==> src/rtl/vga_timing_gen.sv <==
// rtl/vga_timing_gen.sv - parametrised video timing generator with pixel-enable divider
//
// Purpose: generates pixel position, syncs, display enable, line/frame strobes
// and a blanked colour output from the board clock. A clock-enable divider
// (CLK_DIV clk cycles per pixel) paces the horizontal/vertical counters.
//
// Ports:
//   clk         system clock
//   reset       synchronous active-low reset
//   en          run enable; low freezes divider and counters
//   rgb_in      pixel colour from the producer
//   hpos/vpos   current pixel column / line
//   display_on  current pixel lies in the visible area
//   pix_en      one-clk strobe on which the counters advance
//   line_start  one-clk pulse when hpos wraps to 0
//   frame_start one-clk pulse when hpos and vpos both wrap to 0
//   frame_cnt   completed-frame counter (wraps modulo 2^FRAME_W)
//   hsync/vsync sync outputs, active level H_POL/V_POL
//   rgb         rgb_in gated by display_on
module vga_timing_gen #(
    parameter int H_DISPLAY = 640,
    parameter int H_FRONT   = 16,
    parameter int H_SYNC    = 96,
    parameter int H_BACK    = 48,
    parameter int V_DISPLAY = 480,
    parameter int V_BOTTOM  = 10,
    parameter int V_SYNC    = 2,
    parameter int V_TOP     = 33,
    parameter bit H_POL     = 1'b0,
    parameter bit V_POL     = 1'b0,
    parameter int CLK_DIV   = 2,
    parameter int RGB_W     = 3,
    parameter int FRAME_W   = 8,
    localparam int H_TOTAL  = H_DISPLAY + H_FRONT + H_SYNC + H_BACK,
    localparam int V_TOTAL  = V_DISPLAY + V_BOTTOM + V_SYNC + V_TOP,
    localparam int HW       = (H_TOTAL > 1) ? $clog2(H_TOTAL) : 1,
    localparam int VW       = (V_TOTAL > 1) ? $clog2(V_TOTAL) : 1
) (
    input  logic               clk,
    input  logic               reset,
    input  logic               en,
    input  logic [RGB_W-1:0]   rgb_in,
    output logic [HW-1:0]      hpos,
    output logic [VW-1:0]      vpos,
    output logic               display_on,
    output logic               pix_en,
    output logic               line_start,
    output logic               frame_start,
    output logic [FRAME_W-1:0] frame_cnt,
    output logic               hsync,
    output logic               vsync,
    output logic [RGB_W-1:0]   rgb
);

    if (CLK_DIV < 1 || H_SYNC < 1 || V_SYNC < 1) begin : g_param_check
        $error("vga_timing_gen: CLK_DIV, H_SYNC and V_SYNC must all be >= 1");
    end

    localparam int             DW      = (CLK_DIV > 1) ? $clog2(CLK_DIV) : 1;
    localparam logic [DW-1:0]  DIV_MAX = DW'(CLK_DIV - 1);
    localparam logic [HW-1:0]  H_MAX   = HW'(H_TOTAL - 1);
    localparam logic [VW-1:0]  V_MAX   = VW'(V_TOTAL - 1);

    // Decode bounds kept at 32 bits: a sync end may equal the total and
    // would not fit in the counter width.
    localparam logic [31:0] H_VIS = 32'(H_DISPLAY);
    localparam logic [31:0] H_SS  = 32'(H_DISPLAY + H_FRONT);
    localparam logic [31:0] H_SE  = 32'(H_DISPLAY + H_FRONT + H_SYNC);
    localparam logic [31:0] V_VIS = 32'(V_DISPLAY);
    localparam logic [31:0] V_SS  = 32'(V_DISPLAY + V_BOTTOM);
    localparam logic [31:0] V_SE  = 32'(V_DISPLAY + V_BOTTOM + V_SYNC);

    logic [DW-1:0]      div_q,   div_d;
    logic [HW-1:0]      hpos_q,  hpos_d;
    logic [VW-1:0]      vpos_q,  vpos_d;
    logic [FRAME_W-1:0] frame_q, frame_d;
    logic               disp_q,  disp_d;
    logic               hs_q,    hs_d;
    logic               vs_q,    vs_d;
    logic               ls_q,    ls_d;
    logic               fs_q,    fs_d;
    logic               pix_en_w;
    logic               h_wrap;
    logic               v_wrap;

    always_comb begin
        // Gated by reset so pix_en reads 0 while reset is held.
        pix_en_w = reset && en && (div_q == DIV_MAX);
        h_wrap   = (hpos_q == H_MAX);
        v_wrap   = (vpos_q == V_MAX);

        div_d   = div_q;
        hpos_d  = hpos_q;
        vpos_d  = vpos_q;
        frame_d = frame_q;

        if (en) begin
            div_d = (div_q == DIV_MAX) ? '0 : div_q + DW'(1);
        end

        if (pix_en_w) begin
            hpos_d = h_wrap ? '0 : hpos_q + HW'(1);
            if (h_wrap) begin
                vpos_d = v_wrap ? '0 : vpos_q + VW'(1);
                if (v_wrap) begin
                    frame_d = frame_q + FRAME_W'(1);
                end
            end
        end

        ls_d = pix_en_w && h_wrap;
        fs_d = ls_d && v_wrap;

        // Decodes use next-state position so they land on the same edge as it.
        disp_d = (32'(hpos_d) < H_VIS) && (32'(vpos_d) < V_VIS);
        hs_d   = (32'(hpos_d) >= H_SS && 32'(hpos_d) < H_SE) ? H_POL : ~H_POL;
        vs_d   = (32'(vpos_d) >= V_SS && 32'(vpos_d) < V_SE) ? V_POL : ~V_POL;
    end

    always_ff @(posedge clk) begin
        if (!reset) begin
            div_q   <= '0;
            hpos_q  <= '0;
            vpos_q  <= '0;
            frame_q <= '0;
            disp_q  <= 1'b1;
            hs_q    <= ~H_POL;
            vs_q    <= ~V_POL;
            ls_q    <= 1'b0;
            fs_q    <= 1'b0;
        end else begin
            div_q   <= div_d;
            hpos_q  <= hpos_d;
            vpos_q  <= vpos_d;
            frame_q <= frame_d;
            disp_q  <= disp_d;
            hs_q    <= hs_d;
            vs_q    <= vs_d;
            ls_q    <= ls_d;
            fs_q    <= fs_d;
        end
    end

    assign hpos        = hpos_q;
    assign vpos        = vpos_q;
    assign display_on  = disp_q;
    assign pix_en      = pix_en_w;
    assign line_start  = ls_q;
    assign frame_start = fs_q;
    assign frame_cnt   = frame_q;
    assign hsync       = hs_q;
    assign vsync       = vs_q;
    // Combinational so the producer can answer hpos/vpos in the same cycle.
    assign rgb         = disp_q ? rgb_in : '0;

endmodule
==> config.mk <==
export PLATFORM = sky130hd
export DESIGN_NAME = vga_timing_gen
export DESIGN_NICKNAME = d
export VERILOG_FILES = /design/src/rtl/vga_timing_gen.sv
export SDC_FILE = /design/constraint.sdc
export NUM_CORES = 1
export LEC_CHECK = 0
export ABC_AREA = 1
export CORE_ASPECT_RATIO = 0.9
export CORE_MARGIN = 3
export CORE_UTILIZATION = 44
export CTS_CLUSTER_DIAMETER = 200
export CTS_CLUSTER_SIZE = 16
export DETAILED_ROUTE_END_ITERATION = 7
export PLACE_DENSITY = 0.84
export SETUP_SLACK_MARGIN = 0.2
export SYNTH_ARGS = -nofsm -noshare
export SYNTH_HDL_FRONTEND = slang
export SYNTH_SLANG_ARGS = --single-unit
==> constraint.sdc <==
create_clock -name clk -period 1.6 [get_ports clk]
set_input_delay 0.16 -clock clk [delete_from_list [all_inputs] [get_ports clk]]
set_output_delay 0.16 -clock clk [all_outputs]
set_load 0.02 [all_outputs]
==> summary.md <==
| Metric | Value |
|---|---|
| WP data arrival | 1.93 ns |
| EDFF count, synth | 0 |
| Avg WL per Cell | 17.12 um |
| Vias per inst | 5.592 |
| Global route overflow | 0 |
| TritonRoute pass-1 iters | 5 |
| Final Max Tran Viols | 0 |
| Synth cell types | 34 |
| RSZ-0062 raised after global routing | yes |
| FF-to-FF Start | hpos[1]$_SDFF_PN0_ |
| Final setup fails | 15 |
| Die Span Y | 66.90 um |
| GRT Util Overall | 25.89% |
| Top cell type's share of synthesized area | 37.54% |
| Fin Setup TNS | -0.8729 ns |
| Worst Setup Path Type | reg2reg |
| Worst-path fanout max | 8 |
| #FFs+latches synth | 34 |
| Synth area leaders | dfxtp_1 38%, nand2_1 14%, inv_1 7.9%, nor2_1 7.7%, nand3_1 7.5% |
| CP Launch Point | hpos[1]$_SDFF_PN0_ |
| Crit path time final | 1.721 ns |
| Antenna viol nets, final | 0 |
| Total length of routed met2 wires | 3365 um |
| Uppermost layer routed | met4 |
| Antenna violations before repair | 0 |
| Routed wire length on met3 | 506 um |
| Most frequent cell after synthesis | nand2_1 |
| Worst slew pin tran | 0.3671 ns |
| Initial core utilization | 47.26% |
| Vias in the first global route | 2,106 |
| CP Data Required Time | 1.80 ns |
| Worst Skew | 0.004486 ns |
| CTS Hold Bufs | 0 |
| Worst Setup End Kind | flop |
| Fmax | 581.0 MHz |
| Pwr/cell area | 577.2 nW/um2 |
| Clk root buf | clkbuf_8 |
| Synth Flop Type | dfxtp_1 |
| Setup ws final | -0.1211 ns |
| R2r setup slk | -0.12 ns |
| Ports | 43 |
| Worst Hold Class | in2reg |
| Syn avg cell area | 6.920 um2 |
| Site row count | 21 |
| IO buf count | 42 |
| Initial DRC count | 212 |
| Max Cap Viol | 0 |
| Post-synth top cells | 66 x nand2_1, 38 x inv_1, 37 x nor2_1 |
| Leak pwr | 0.001569 uW |
| Antenna diodes | 0 |
| CTS buffer count | 5 |
| First-pass GRT wire length | 9694 um |
| WL final | 7001 um |
| Pre-CTS setup slack | -0.3943 ns |
| Largest net degree at the start of global routing | 12 |
| H-Tree Level Count | 2 |
| Syn_nets | 272 |
| CP max stage delay | 0.37 ns |
| Dpl hpwl | 3808 um |
| Total die area | 4927 um2 |
| Final hold vios | 0 |
| CTS Buffer Depth | 2 |
| Core Area | 3836 um2 |
| Clk_lat worst skew | 0.31 ns |
| Crit share post-route | 107.6% |
| CTS sink cnt | 34 |
| Drt drc | 0 |
| Yosys top cell by area | dfxtp_1 |
| Die W | 73.66 um |
| Synth Cell Area | 1813 um2 |
| CP Cell Sequence | ha_4, nand2_4, nor2_4, nand3_4, nor2_8, nand2_4, buf_4, nor2_4, inv_1, o21ai_1, a21oi_1 |
| Violated checks | setup timing |
| Layout cell share with drive strength beyond 1 | 36.64% |
| Crit start category | flop |
| Layout area overhead | 70.05% |
| Gate count after technology mapping | 262 |
| CP Buf/Inv Count | 2 |
| Register area share after synthesis | 37.54% |
| CTS tree | done |
| CTS clk-pin slew, worst paths | 0.08 ns |
| Synth warn | 0 |
| Max VDD drop | 0.6392 mV |
| Family with the most delay on the worst path | simple AND/OR/NAND/NOR gates |
| Gpl congestion | 0.8674 |
| Status | finished with violations |
| Slew margin rel. | 75.30% |
| Met1 Routed Length | 2881 um |
| Via Count | 2,287 |
| Async set-reset flop share out of synthesis | 0% |
| Hold path start | en |
| Slowest-stage cell, CP | dfxtp_4 |
| Post-layout net count | 372 |
[final cells by class]
cell class | instances | area (um2)
clock inverters | 3 | 40.04
multi-input cells | 184 | 1177
well taps | 46 | 57.56
clock buffers | 5 | 68.82
repair buffers | 98 | 875.8
flip-flops and latches | 34 | 699.4
fillers | 207 | 753.2
inverters | 39 | 163.9
[metal layers]
metal,GRT usage [%],vias to the layer above
met5,0,-
met4,12.22,0
met3,7.089,29
met2,43.58,130
met1,30.11,1088
li1,-,1040
[path summary, 6_finish.rpt]
path	end	depth (start not counted)
max	frame_cnt[3]$_SDFFE_PN0P_	11
min	div_q$_SDFFE_PN0P_	4
max reg2reg	frame_cnt[3]$_SDFFE_PN0P_	11
min reg2reg	frame_cnt[4]$_SDFFE_PN0P_	2
[sequential cells by signal (all words and copies together) (netlist names)]
signal and flops:
line_start 1, frame_cnt 8, frame_start 1, vsync 1, display_on 1, hpos 10
div_q 1, hsync 1, vpos 10
[tightest hold or removal path: cells and delay by family]
family | cells | cell delay [ns]
XOR/XNOR | 1 | 0.05
buffers and inverters | 2 | 0.34
AND/OR/NAND/NOR | 1 | 0.07
[cell families (layout without fill, tap and decap cells)]
family                   count (synthesis)  in the layout  share of synthesized area (%)
XOR/XNOR                                 3              3                          1.450
AO/OA/AOI/OAI                           22             22                          6.970
buffers and inverters                   44            145                          10.14
flip-flops                              34             34                          37.54
AND/OR/NAND/NOR                        155            155                          41.13
adder cells (fa/ha/maj)                  4              4                          2.761
[stage by stage]
stage	hold WS, ns	utilization (%)	cells	cell area [um2]	power (uW)
5_1_grt	0.3658	80.37	409	3083	1810
2_1_floorplan	0.2968	-	262	1871	914.9
6_report	0.3429	80.37	409	3083	1780
4_1_cts	0.4827	75.31	402	2889	1753
3_3_place_gp	0.4640	69.31	388	2659	969.0
3_5_place_dp	0.4722	69.31	388	2659	971.1
[power breakdown]
| part | internal, uW | leakage, uW | total (uW) | switching (uW) |
|---|---|---|---|---|
| Combinational | 48.5 | 0.00123 | 105 | 56.5 |
| Sequential | 846 | 0.000279 | 851 | 5.82 |
| Clock | 459 | 0.0000579 | 823 | 364 |
[repair_timing]
action | 4_1_cts | 5_1_grt
buffers inserted | 6 | 7
endpoints found under the setup margin | 60 | 35
resized for setup | 56 | 45
pin swaps | 10 | 16
cloned | 0 | 0
[placed cells by master (no fill, tap or decap), types with 6 or more instances in the layout]
cell type,Yosys,layout
dlygate4sd2_1,0,30
nand3_1,27,21
a21oi_1,7,6
dfxtp_1,34,25
nor2_2,0,8
inv_1,38,35
nand2_1,66,50
nand2_2,2,16
dlymetal6s2s_1,0,6
nor2_1,37,25
nand4_1,6,6
o21ai_1,5,6
dfxtp_2,0,6
buf_4,2,48
No activity file was read; power rests on OpenSTA's default activity.
